`src/rtl/pe_pkg.sv`:
```
// Shared types for the Q7.8 processing-element sequencer: sample type,
// sequencer state encoding and the Q7.8 unity constant.
package pe_pkg;

   typedef logic signed [15:0] q78_t;

   typedef enum logic [2:0] {
      IDLE,
      LOAD_W,
      MAC,
      EMIT,
      DONE
   } pe_seq_state_t;

   localparam q78_t Q78_ONE = 16'sd256;

endpackage

```
`src/rtl/pe_row_buf.sv`:
```
// Row buffer: parameterized-depth register file of Q7.8 samples,
// synchronous write, combinational read. Contents are not reset.
module pe_row_buf
   import pe_pkg::*;
#(
   parameter int unsigned DEPTH = 8,
   parameter int unsigned AW    = $clog2(DEPTH)
) (
   input  logic          clk,
   input  logic          wr_en,
   input  logic [AW-1:0] wr_addr,
   input  logic [15:0]   wr_data,
   input  logic [AW-1:0] rd_addr,
   output logic [15:0]   rd_data
);

   q78_t mem [DEPTH];

   always_ff @(posedge clk) begin
      if (wr_en) mem[wr_addr] <= wr_data;
   end

   assign rd_data = mem[rd_addr];

endmodule

```
`src/rtl/pe_tap_sequencer.sv`:
```
// Tap sequencer driving one Q7.8 PE through a 1-D valid convolution.
// Optional PE_TAP_SEQ_SKIP_ZERO_EN: zero-valued taps cost no cycles.
module pe_tap_sequencer
   import pe_pkg::*;
#(
   parameter int unsigned K_MAX = 8,
   parameter int unsigned N_MAX = 32
) (
   input  logic                       clk,
   input  logic                       rst,
   input  logic [$clog2(K_MAX+1)-1:0] cfg_k,
   input  logic [$clog2(N_MAX+1)-1:0] cfg_n,
   input  logic                       wgt_wr_en,
   input  logic [$clog2(K_MAX)-1:0]   wgt_wr_addr,
   input  logic [15:0]                wgt_wr_data,
   input  logic                       img_wr_en,
   input  logic [$clog2(N_MAX)-1:0]   img_wr_addr,
   input  logic [15:0]                img_wr_data,
   input  logic                       start,
   output logic                       busy,
   output logic                       done,
   output logic                       cfg_err,
   output logic [15:0]                pe_weight_val,
   output logic                       pe_weight_en,
   output logic [15:0]                pe_image_val,
   output logic                       pe_image_en,
   output logic [15:0]                pe_psum_in,
   input  logic [15:0]                pe_psum_out,
   output logic                       out_valid,
   input  logic                       out_ready,
   output logic [15:0]                out_data
);

   localparam int unsigned KW = $clog2(K_MAX+1);
   localparam int unsigned KA = $clog2(K_MAX);
   localparam int unsigned NW = $clog2(N_MAX+1);
   localparam int unsigned NA = $clog2(N_MAX);

   pe_seq_state_t state;
   logic [KW-1:0] k, kcfg;
   logic [NW-1:0] ncfg;
   logic [NA-1:0] i;
   q78_t          acc;

   logic [15:0]   wbuf_rd, ibuf_rd;
   logic          cfg_ok, last_out, tap_found;
   logic [KW-1:0] scan_from, k_lim, nxt_tap;
   logic [KA-1:0] w_rd_addr;
   logic [NA-1:0] i_rd_addr;
   logic          w_we, i_we;

   assign busy = (state != IDLE);
   assign w_we = wgt_wr_en && (state == IDLE);
   assign i_we = img_wr_en && (state == IDLE);

   assign cfg_ok = (cfg_k != '0) && (cfg_k <= KW'(K_MAX)) &&
                   (NW'(cfg_k) <= cfg_n) && (cfg_n <= NW'(N_MAX));
   assign last_out = (NW'(i) == (ncfg - NW'(kcfg)));

   // Next tap to load: from IDLE/EMIT scan starts at 0, from MAC at k+1.
   assign scan_from = (state == MAC) ? (k + KW'(1)) : '0;
   assign k_lim     = (state == IDLE) ? cfg_k : kcfg;

`ifdef PE_TAP_SEQ_SKIP_ZERO_EN
   logic [K_MAX-1:0] wnz;

   always_ff @(posedge clk) begin
      if (w_we) wnz[wgt_wr_addr] <= (wgt_wr_data != '0);
   end

   always_comb begin
      nxt_tap   = k_lim;
      tap_found = 1'b0;
      for (int unsigned j = 0; j < K_MAX; j++) begin
         if (!tap_found && (KW'(j) >= scan_from) && (KW'(j) < k_lim) && wnz[j]) begin
            nxt_tap   = KW'(j);
            tap_found = 1'b1;
         end
      end
   end
`else
   always_comb begin
      nxt_tap   = scan_from;
      tap_found = (scan_from < k_lim);
   end
`endif

   assign w_rd_addr = KA'(nxt_tap);
   assign i_rd_addr = i + NA'(k);

   pe_row_buf #(.DEPTH(K_MAX)) u_wbuf (
      .clk     (clk),
      .wr_en   (w_we),
      .wr_addr (wgt_wr_addr),
      .wr_data (wgt_wr_data),
      .rd_addr (w_rd_addr),
      .rd_data (wbuf_rd)
   );

   pe_row_buf #(.DEPTH(N_MAX)) u_ibuf (
      .clk     (clk),
      .wr_en   (i_we),
      .wr_addr (img_wr_addr),
      .wr_data (img_wr_data),
      .rd_addr (i_rd_addr),
      .rd_data (ibuf_rd)
   );

   always_ff @(posedge clk or posedge rst) begin
      if (rst) begin
         state         <= IDLE;
         k             <= '0;
         kcfg          <= '0;
         ncfg          <= '0;
         i             <= '0;
         acc           <= '0;
         done          <= 1'b0;
         cfg_err       <= 1'b0;
         pe_weight_en  <= 1'b0;
         pe_weight_val <= '0;
         pe_image_en   <= 1'b0;
         pe_image_val  <= '0;
         pe_psum_in    <= '0;
         out_valid     <= 1'b0;
         out_data      <= '0;
      end else begin
         done          <= 1'b0;
         cfg_err       <= 1'b0;
         pe_weight_en  <= 1'b0;
         pe_weight_val <= '0;
         pe_image_en   <= 1'b0;
         pe_image_val  <= '0;
         pe_psum_in    <= '0;
         case (state)
            IDLE: begin
               if (start) begin
                  if (cfg_ok) begin
                     kcfg <= cfg_k;
                     ncfg <= cfg_n;
                     i    <= '0;
                     acc  <= '0;
                     if (tap_found) begin
                        state         <= LOAD_W;
                        k             <= nxt_tap;
                        pe_weight_en  <= 1'b1;
                        pe_weight_val <= wbuf_rd;
                     end else begin
                        state     <= EMIT;
                        k         <= '0;
                        out_valid <= 1'b1;
                        out_data  <= '0;
                     end
                  end else begin
                     state   <= DONE;
                     done    <= 1'b1;
                     cfg_err <= 1'b1;
                  end
               end
            end
            LOAD_W: begin
               state        <= MAC;
               pe_image_en  <= 1'b1;
               pe_image_val <= ibuf_rd;
               pe_psum_in   <= acc;
            end
            MAC: begin
               acc <= pe_psum_out;
               if (tap_found) begin
                  state         <= LOAD_W;
                  k             <= nxt_tap;
                  pe_weight_en  <= 1'b1;
                  pe_weight_val <= wbuf_rd;
               end else begin
                  // PE result goes straight to the stream register alongside acc.
                  state     <= EMIT;
                  out_valid <= 1'b1;
                  out_data  <= pe_psum_out;
               end
            end
            EMIT: begin
               if (out_ready) begin
                  out_valid <= 1'b0;
                  out_data  <= '0;
                  if (last_out) begin
                     state <= DONE;
                     done  <= 1'b1;
                  end else begin
                     i   <= i + NA'(1);
                     acc <= '0;
                     if (tap_found) begin
                        state         <= LOAD_W;
                        k             <= nxt_tap;
                        pe_weight_en  <= 1'b1;
                        pe_weight_val <= wbuf_rd;
                     end else begin
                        out_valid <= 1'b1;
                     end
                  end
               end
            end
            DONE: begin
               state <= IDLE;
            end
            default: begin
               state <= IDLE;
            end
         endcase
      end
   end

endmodule
```
`config.mk`:
```
export PLATFORM = sky130hd
export DESIGN_NAME = pe_tap_sequencer
export DESIGN_NICKNAME = d
export VERILOG_FILES = /design/src/rtl/pe_pkg.sv /design/src/rtl/pe_row_buf.sv /design/src/rtl/pe_tap_sequencer.sv
export SDC_FILE = /design/constraint.sdc
export NUM_CORES = 1
export LEC_CHECK = 0
export CAP_MARGIN = 40
export CORE_MARGIN = 2
export CORE_UTILIZATION = 30
export DETAILED_ROUTE_END_ITERATION = 10
export SETUP_SLACK_MARGIN = 0.2
export SLEW_MARGIN = 5
export SYNTH_ARGS = -nofsm -noshare
export SYNTH_HDL_FRONTEND = slang
export SYNTH_HIERARCHICAL = 1
export SYNTH_SLANG_ARGS = --single-unit
```
`constraint.sdc`:
```
create_clock -name clk -period 4.6 [get_ports clk]
set_input_delay 1.15 -clock clk [delete_from_list [all_inputs] [get_ports clk]]
set_output_delay 1.15 -clock clk [all_outputs]
set_load 0.01 [all_outputs]
```
After elaboration in Yosys (flattened, before gate mapping)

Memories as Yosys holds them, arrays and structs flattened.
Cells that the tools add are included.

Memories: 2
Bits of input ports: 72
Output and inout port bits: 70
Register bits: 107
Memory bits (writable): 640
Logic and storage cells: 116

Reductions and logical operators: 16
Add/sub/neg operators: 4
Magnitude comparators: 4
Equality and inequality tests: 11
Mux-type cells: 64

Memories:

| name       | depth | width | read ports | clocked after Yosys merged registers in | wr ports | line             | source |
|---|---|---|---|---|---|---|---|
| u_ibuf.mem | 32    | 16    | 1          | 0                                       | 1        | pe_row_buf.sv:17 | `q78_t mem [DEPTH];` |
| u_wbuf.mem | 8     | 16    | 1          | 0                                       | 1        | pe_row_buf.sv:17 |  |

Operator list:

| cell                | count |
|---|---|
| $mux 16             | 16 |
| $pmux 16 s3         | 3 |
| $mux 4              | 8 |
| $mux 1              | 21 |
| $mux 5              | 4 |
| $mux 3              | 5 |
| $ne 2x2->1 const B  | 6 |
| $pmux 3 s4          | 1 |
| $pmux 4 s3          | 1 |
| $pmux 5 s2          | 1 |
| $reduce_and 5->1    | 2 |
| $eq 3x2->1 const B  | 2 |
| $eq 5x6->1          | 1 |
| $le 4x6->1          | 1 |
| $le 6x6->1 const B  | 1 |
| $pmux 1 s3          | 2 |
| $reduce_and 3->1    | 2 |
| $reduce_and 6->1    | 1 |
| $reduce_bool 3->1   | 2 |
| $sub 6x4->6         | 1 |
| $add 5x1->5 const B | 1 |
| $add 5x4->5         | 1 |
| $logic_and 1x1->1   | 5 |
| $add 4x1->4 const B | 1 |
| 10 further kinds    | 10 |

Longest topological paths before layout

Gate-level depths: netlist of the first run.

Word-level depth: 7
Gate-level depth with buffers: 15
Mapped depth without buffers: 12

Cells and area by module

Netlist of the first run, hierarchy kept.

By module, submodules not included:

| module               | cells each | times used | area an instance (sq um) | seq. area each (sq um) |
|---|---|---|---|---|
| pe_row_buf at u_ibuf | 1127       | 1          | 20214.4                  | 15374.7 |
| pe_row_buf at u_wbuf | 198        | 1          | 4973.5                   | 3843.7 |
| pe_tap_sequencer     | 394        | 1          | 4794.6                   | 2677.6 |

Least setup slack after synthesis of the first run

Ideal clock, no wire load.

Kind: input-to-reg
Start: input port cfg_n[1]
End: register out_data[0]
Stages: 9
Required time: 4473 ps
Path slack: 1398 ps
Library setup time: 127 ps
Buffers on the path: 1
Data arrival time: 3074 ps
Path through: inv_1 > ha_1 > nor2b_1 > o211ai_1 > a2111oi_0 > o21ai_2 > o211ai_4 > buf_6 > mux2_1

Word-level cells in the longest chain between the ends: 5
Elaborated cells on any way between the ends: 6
Those cells by class: 2 x order compare; 1 x eq/ne; 3 x reduce/logical

RTL lines:

| what                         | line                    | source |
|---|---|---|
| start, declared              | pe_tap_sequencer.sv:12  | `input logic [$clog2(N_MAX+1)-1:0] cfg_n,` |
| $le 4x6->1                   | pe_tap_sequencer.sv:57  | `(NW'(cfg_k) <= cfg_n) && (cfg_n <= NW'(N_MAX));` |
| $logic_and 1x1->1            | pe_tap_sequencer.sv:56  | `assign cfg_ok = (cfg_k != '0) && (cfg_k <= KW'(K_MAX)) &&` |
| $logic_and 1x1->1 *          | pe_tap_sequencer.sv:57  |  |
| $ne 2x2->1 (no line) *       | -                       |  |
| $reduce_and 6->1 (no line) * | -                       |  |
| end signal, assigned         | pe_tap_sequencer.sv:177 | `out_data <= pe_psum_out;` |
| end, declared                | pe_tap_sequencer.sv:31  | `output logic [15:0] out_data` |

Every way passes the cells marked *; elsewhere a longest branch is shown, timed or not.
A chain may end at the register's enable or synchronous reset.

Worst setup path after layout of the first run

Start: register state[1]
End: output port busy

Word-level cells in the longest chain between the ends: 1

RTL lines:

| what                   | line                    | source |
|---|---|---|
| start, declared        | pe_tap_sequencer.sv:39  | `pe_seq_state_t state;` |
| start signal, assigned | pe_tap_sequencer.sv:111 | `state <= IDLE;` |
| start signal, assigned | pe_tap_sequencer.sv:143 | `state <= LOAD_W;` |
| start signal, assigned | pe_tap_sequencer.sv:148 | `state <= EMIT;` |
| $reduce_bool 3->1      | pe_tap_sequencer.sv:52  | `assign busy = (state != IDLE);` |
| end, declared          | pe_tap_sequencer.sv:20  | `output logic busy,` |

No other way between the ends.

==> impl_results.md, run 1 <==
- Hpwl dp: 42.3 mm
- Final slew viol count: 0
- FFs w/ async S/R, synth: 14.3%
- Critical Path Sink Type: output pin
- Part of the power in registers: around two fifths
- CTS H-tree lvls: 3
- Power Dens Cells: ~540 mW/mm²
- WS Path Type: reg2out
- # rows: 115
- Synth Flop Type: edfxtp_1
- Yosys reg bits: between 700 and 800
- Nets@finish: roughly 2000
- Longest Clk Path Bufs: 3
- Total global routing track utilization: 13.5%
- First-pass GRT wire length: 103 mm
- RSZ-0062 raised after global routing: no
- GRT overflow: 0
- Critical path depth: 3
- WL per Instance: 21.3 µm
- CP max FO: 27
- CTS Root Buffer Type: clkbuf_16
- Period utilisation layout: 78.4%
- Cells on worst reg2reg path: 9
- I/O Pins: roughly 140
- Slew HR: 38.3%
- Fmax achieved: around 280 MHz
- Worst hold path class: reg2reg
- Net Sw Power: ~5.6 mW
- Setup Fix Bufs, Post-CTS: 0
- Initial Util: 30.4%
- Main combinational cell family by area after synthesis: multiplexers
- Crit path DAT: roughly 2.5 ns
- Vias: 15974
- Comb power frac: 25.5%
- Pin count of the biggest net entering global routing: 85
- Starting DRT DRC Count: 1289
- Post-synthesis sequential area ratio: roughly 73%
- Vias in the first global route: 16240
- Layout cells sized above 1: between 10% and 20%
- Status: complete, no violations
- Peak VDD IR: 0.345 mV
- Total die area: between 0.1 and 0.15 mm²
- Post-route ant nets: 0
- CTS tree: built
- Port Buffer Count: about 140
- Simple-gate share of the synthesized area: 4.95%
- YS warnings: 6
- Startpoint Class: flop
- Leakage: roughly 12 nW
- Worst-path clk slew: 0.06 ns
- Die height: roughly 320 µm
- Max-cap violations: 0
- Remaining DRCs: 0
- Vias/cell: approximately 4.9
- Clock skew: 0.0350 ns
- EDFF count, synth: 640
- Hold Path Stages: 1
- Place WS: between 0.7 and 0.8 ns
- Clock latency on the worst-skew pair: 0.65 ns
- Post-synthesis mux area share: 13.0%
- Fin. Hold Viols: 0
- Synth Area in XOR/XNOR: 0.351%
- Distinct cells, synth: between 60 and 70
- Adder-Cell Fraction of Synth Area: 0.818%
- CP max stage cell: dfrtp_1
- CTS Hold Bufs: 0
- Post_cts resized: 0
- Final worst slack: 0.993 ns
- Worst hold slack: 0.467 ns
- CP required: 3.45 ns
- Synth Area per Inst: 17.4 µm²
- Die X: 320 µm
- Placer Congestion: 0.820
- Net Sw Frac: between 20% and 30%
- Num CTS Buffers: 80
- Post-synthesis compound-gate area fraction: under 10%
- Routed Wire Length: 69.9 mm
- Layout area overhead: 19.4%
- Top Family by Delay on Critical Path: buffers and inverters
- Cell Area, Synth: around 0.03 mm²
- P_int: 13.6 mW
- Core Area: 0.0987 mm²
- Slowest stage delay, CP: 0.69 ns
- Worst path buffer plus inverter count: 2
- CTS Sinks: 747
- Post-synthesis net count: approximately 1800
- Total Neg Setup Slack: 0 ns
- Router iterations before antenna repair: 5
- Initial antenna violation count: 2
- Crit-path cells: nor3_4 -> inv_2 -> clkdlybuf4s50_1
- Diodes inserted: 0
- Worst slew pin tran: 0.924 ns
- Final min period: 3.61 ns
- Post-Syn Instances: 1719
- Final setup viols: 0
- Clock power frac: between 30% and 40%
## placed cells by master, fill, tap and decap left out, types with 7 or more instances in the layout
| cell | Yosys | layout |
|---|---|---|
| a21o_1 | 22 | 22 |
| a21oi_1 | 40 | 40 |
| a22o_1 | 32 | 32 |
| a22oi_1 | 64 | 64 |
| a31oi_1 | 16 | 16 |
| and2_1 | 52 | 51 |
| and3_1 | 17 | 17 |
| buf_12 | 5 | 8 |
| buf_4 | 20 | 80 |
| clkbuf_1 | 21 | 14 |
| clkbuf_16 | 0 | 82 |
| clkdlybuf4s50_1 | 0 | 141 |
| clkinv_1 | 0 | 16 |
| clkinv_2 | 0 | 12 |
| dfrtp_1 | 107 | 107 |
| edfxtp_1 | 640 | 640 |
| ha_1 | 18 | 17 |
| inv_1 | 18 | 17 |
| mux2_1 | 12 | 12 |
| mux2_2 | 30 | 30 |
| mux2i_1 | 259 | 259 |
| mux4_1 | 28 | 28 |
| nand2_1 | 47 | 47 |
| nand2b_1 | 7 | 7 |
| nand3_1 | 38 | 38 |
| nand4_1 | 19 | 19 |
| nor2_1 | 50 | 48 |
| nor3_1 | 23 | 20 |
| o21ai_0 | 12 | 12 |
| xnor2_1 | 10 | 8 |
## worst reg2reg max path: cells and delay by family, from the launching register on
| family | cells | cell delay [ns] |
|---|---|---|
| AO/OA/AOI/OAI | 3 | 1.05 |
| buffers and inverters | 2 | 0.31 |
| adder cells (fa/ha/maj) | 1 | 0.31 |
| AND/OR/NAND/NOR | 1 | 0.44 |
| flip-flops | 1 | 0.69 |
| multiplexers | 2 | 0.57 |
## state kept, by name, summed over array words and instances, names as in the netlist, 3 cells and up
register / count
pe_image_val: 16
k: 4
u_wbuf/mem: 128
i: 5
state: 3
kcfg: 4
acc: 16
pe_weight_val: 16
u_ibuf/mem: 512
ncfg: 6
out_data: 16
pe_psum_in: 16
## path summary, 6_finish.rpt
check | start | slack, ns | endpoint
worst max register to register | state[1] | 1.10 | out_data[10]
min in group asynchronous | rst | 1.00 | out_data[10]
worst min register to register | acc[2] | 0.47 | acc[2]
worst min-delay path | acc[2] | 0.47 | acc[2]
max in group asynchronous | rst | 2.84 | out_valid
worst max-delay path | state[1] | 0.99 | busy
## cells by family (layout without fill, tap and decap cells)
| family | count (synthesis) | count (layout) |
|---|---|---|
| buffers and inverters | 114 | 398 |
| muxes | 333 | 333 |
| AOI/OAI and AO/OA | 213 | 213 |
| DFF | 747 | 747 |
| and+or+nand+nor | 281 | 281 |
| xor gates and xnor gates | 12 | 12 |
| adders and majority gates | 19 | 19 |
## routing by layer
metal | routed length (µm) | GRT usage, %
met2 | 34500 | 22.7
met3 | 3750 | 2.68
met5 | 7 | 0
met4 | 1570 | 4.19
met1 | 30100 | 17.4
## layout make-up
cell class,instances,area (µm²)
Tap cell,1287,1610
Multi-Input combinational cell,858,7370
Fill cell,9171,62900
Inverter,20,77.6
Sequential cell,747,21900
Timing Repair Buffer,231,2210
Clock buffer,101,2170
Clock inverter,46,457
## cells in the mapped netlist, drive strengths merged (5+ instances only)
cell / instances / area [µm²]
a21o: 22 / 165
a21oi: 41 / 216
a22o: 32 / 280
a22oi: 64 / 480
a31oi: 16 / 100
and2: 53 / 333
and3: 17 / 106
buf: 72 / 628
clkbuf: 22 / 83.8
dfrtp: 107 / 2680
edfxtp: 640 / 19200
ha: 18 / 225
inv: 20 / 75.1
mux2: 42 / 473
mux2i: 259 / 2590
mux4: 32 / 826
nand2: 47 / 176
nand2b: 7 / 43.8
nand3: 38 / 190
nand3b: 5 / 37.5
nand4: 19 / 119
nor2: 51 / 199
nor3: 24 / 131
o211ai: 6 / 58.8
o21ai: 14 / 73.8
xnor2: 10 / 87.6
## stage by stage
step	power (mW)	std cells	util (%)	instance area, µm²
finish	19.3	3290	36.3	35800
global placement	13.1	3141	33.6	33100
global route	20.1	3290	36.3	35800
CTS	19.5	3290	36.3	35800
floorplan	11.7	1719	-	30000
detailed placement	13.2	3143	33.6	33200
## power by group through the flow
| stage | logic [mW] | clock network [mW] | registers [mW] |
|---|---|---|---|
| after floorplan | 3.55 | 0 | 8.13 |
| after global placement | 4.87 | 0 | 8.18 |
| after detailed placement | 4.96 | 0 | 8.20 |
| after CTS | 4.98 | 6.45 | 8.06 |
| after global routing | 5.28 | 6.72 | 8.10 |
| final | 4.92 | 6.29 | 8.05 |
(Power assumes the default switching activity.)
==> inputs of run 2 (changes only) <==
==> constraint.sdc (replaced) <==
create_clock -name clk -period 3.6 [get_ports clk]
set_input_delay 0.9 -clock clk [delete_from_list [all_inputs] [get_ports clk]]
set_output_delay 0.9 -clock clk [all_outputs]
set_load 0.01 [all_outputs]
==> impl_results.md, run 2 (synthesis results as in run 1) <==
- Status: complete, no violations
- Max-cap violations: 0
- Routed Wire Length: 70.9 mm
- CTS Hold Bufs: 0
- Wl on met1: 30.6 mm
- Die X: 320 µm
- Worst slew pin tran: 0.734 ns
- RR Startpoint: k[0]
- Design Power: between 20 and 25 mW
- Total global routing track utilization: 13.6%
- Period utilisation layout: roughly nine tenths
- Vias: about 16000
- Metal3 WL: roughly 3.4 mm
- Remaining DRCs: 0
- Diodes inserted: 0
- Post_cts resized: 0
- Num CTS Buffers: 81
- Longest Clk Path Bufs: 3
- # rows: 115
- Hpwl dp: 43.5 mm
- Core Area: 0.0987 mm²
- Crit path DAT: 3.79 ns
- Clock skew: between 0.06 and 0.07 ns
- CTS Root Buffer Type: clkbuf_16
- Final setup viols: 0
- Regs by FF count: u_ibuf/mem x512, u_wbuf/mem x128
- GRT overflow: 0
- RSZ-0062 raised after global routing: no
- I/O Pins: 142
- Worst-path clk slew: 0.06 ns
- Critical Path Sink Type: flop
- Vias in the first global route: ~17000
- Final worst slack: ~0.39 ns
- CP max FO: 16
- Clock latency on the worst-skew pair: 0.66 ns
- WL per Instance: 21.3 µm
- Setup Fix Bufs, Post-CTS: 0
- First-pass GRT wire length: 106 mm
- Die height: between 300 and 400 µm
- Final slew viol count: 0
- Router iterations before antenna repair: 5
- Non-filler cells in the finished layout: 3320
- CTS tree: built
- Initial antenna violation count: 1
- Most frequent CP cell: inv_1
- Commonest non-fill, non-tap cell in the layout: edfxtp_1
- Slowest stage delay, CP: 0.59 ns
- CTS Sinks: 747
- CP max stage cell: nor3_1
- Slew HR: 50.9%
- DR WL met2: 35.6 mm
- Worst hold path class: reg2reg
- Vias/cell: between 4 and 5
- Total die area: 0.102 mm²
- Post-route ant nets: 0
- Max layer used: met5
- Worst hold slack: 0.465 ns
- Setup crit start: k[0]
- Fin. Hold Viols: 0
- Crit-path cells: ha_4 -> inv_1 -> fa_1 -> inv_1 -> a21o_1 -> a21oi_1 -> xnor2_2 -> or2_1 -> buf_4 -> nor3_1 -> a31oi_1 -> nand3_1 -> and2_1
- CTS H-tree lvls: 3
- Pin count of the biggest net entering global routing: 68
- Placer Congestion: a little over 0.8
- Fmax achieved: 312 MHz
- Power Dens Cells: between 600 and 700 mW/mm²
- Place WS: -0.0205 ns
- Post-layout util: 36.5%
- Layout area overhead: 20.3%
- Final min period: 3.21 ns
- Port Buffer Count: roughly 140
- Cell Count Post-Placement: about 3200
- Starting DRT DRC Count: ~1300
- Hold_sp: acc[14]
- Peak VDD IR: about 0.37 mV
- Initial Util: 30.4%
- Filler cell count: 9105
- Max reg flops: ~510
- CP required: approximately 4.2 ns
- Nets@finish: 2062
- Startpoint Class: flop
- Layout cells sized above 1: 14.8%
- Most frequent cells in the layout: edfxtp_1 (640), mux2i_1 (259), clkdlybuf4s50_1 (141), buf_4 (108), dfrtp_1 (107)
- WS Path Type: reg2reg
- Leakage: 12.4 nW
- Largest reg by FF count: u_ibuf/mem
==> run 2: changes by cell type in the layout (fill, tap and decap cells not counted), moves of 2 or more <==
cell	previous run	this run
inv_16	0	2
clkinv_1	16	14
buf_4	80	108
clkbuf_8	5	2
clkbuf_1	14	18
clkinv_2	12	15
buf_12	8	13
clkinvlp_4	5	1
==> run 2: cell type report <==
class	instances	area, µm²	share of cell area (%)
Clock buffer	102	2150	5.95
Clock inverter	43	472	1.31
Inverter	20	78.8	0.219
Multi-Input combinational cell	858	7370	20.4
Sequential cell	747	21900	60.7
Tap cell	1287	1610	4.46
Timing Repair Buffer	263	2490	6.91
==> run 2: per-layer routing <==
layer | up-vias | global-route usage [%]
li1 | 7254 | -
met1 | 8366 | 17.8
met2 | 380 | 23.5
met3 | 98 | 2.09
met4 | 2 | 3.72
met5 | - | 0
==> run 2: stage by stage <==
step / TNS, ns / cell area [µm²]
after floorplan: 0 / 30000
after global routing: 0 / 36100
after detailed placement: -0.0875 / 33400
after CTS: 0 / 36100
after global placement: -3.36 / 33400
final: 0 / 36100
==> run 2: report_power, final <==
group | switching, mW | internal, mW
clock network | 3.38 | 4.70
registers | 0.275 | 9.93
logic | 3.72 | 2.94
total | 7.38 | 17.6
==> run 2: worst max-delay path: cells and delay by family, from the launching register on <==
family | cells | cell delay, ns
xor gates and xnor gates | 1 | 0.16
buffers and inverters | 3 | 0.34
adders and majority gates | 2 | 0.58
AOI/OAI and AO/OA | 3 | 0.40
and+or+nand+nor | 4 | 1.15
DFF | 1 | 0.53
==> run 2: path summary, 6_finish.rpt <==
check | cells after the start | endpoint | slack (ns)
max in group asynchronous | 3 | pe_psum_in[6] | 2.04
min in group asynchronous | 2 | acc[9] | 0.79
hold / removal | 1 | acc[14] | 0.47
setup reg to reg | 13 | pe_image_val[2] | 0.39
setup / recovery | 13 | pe_image_val[2] | 0.39
hold reg to reg | 1 | acc[14] | 0.47
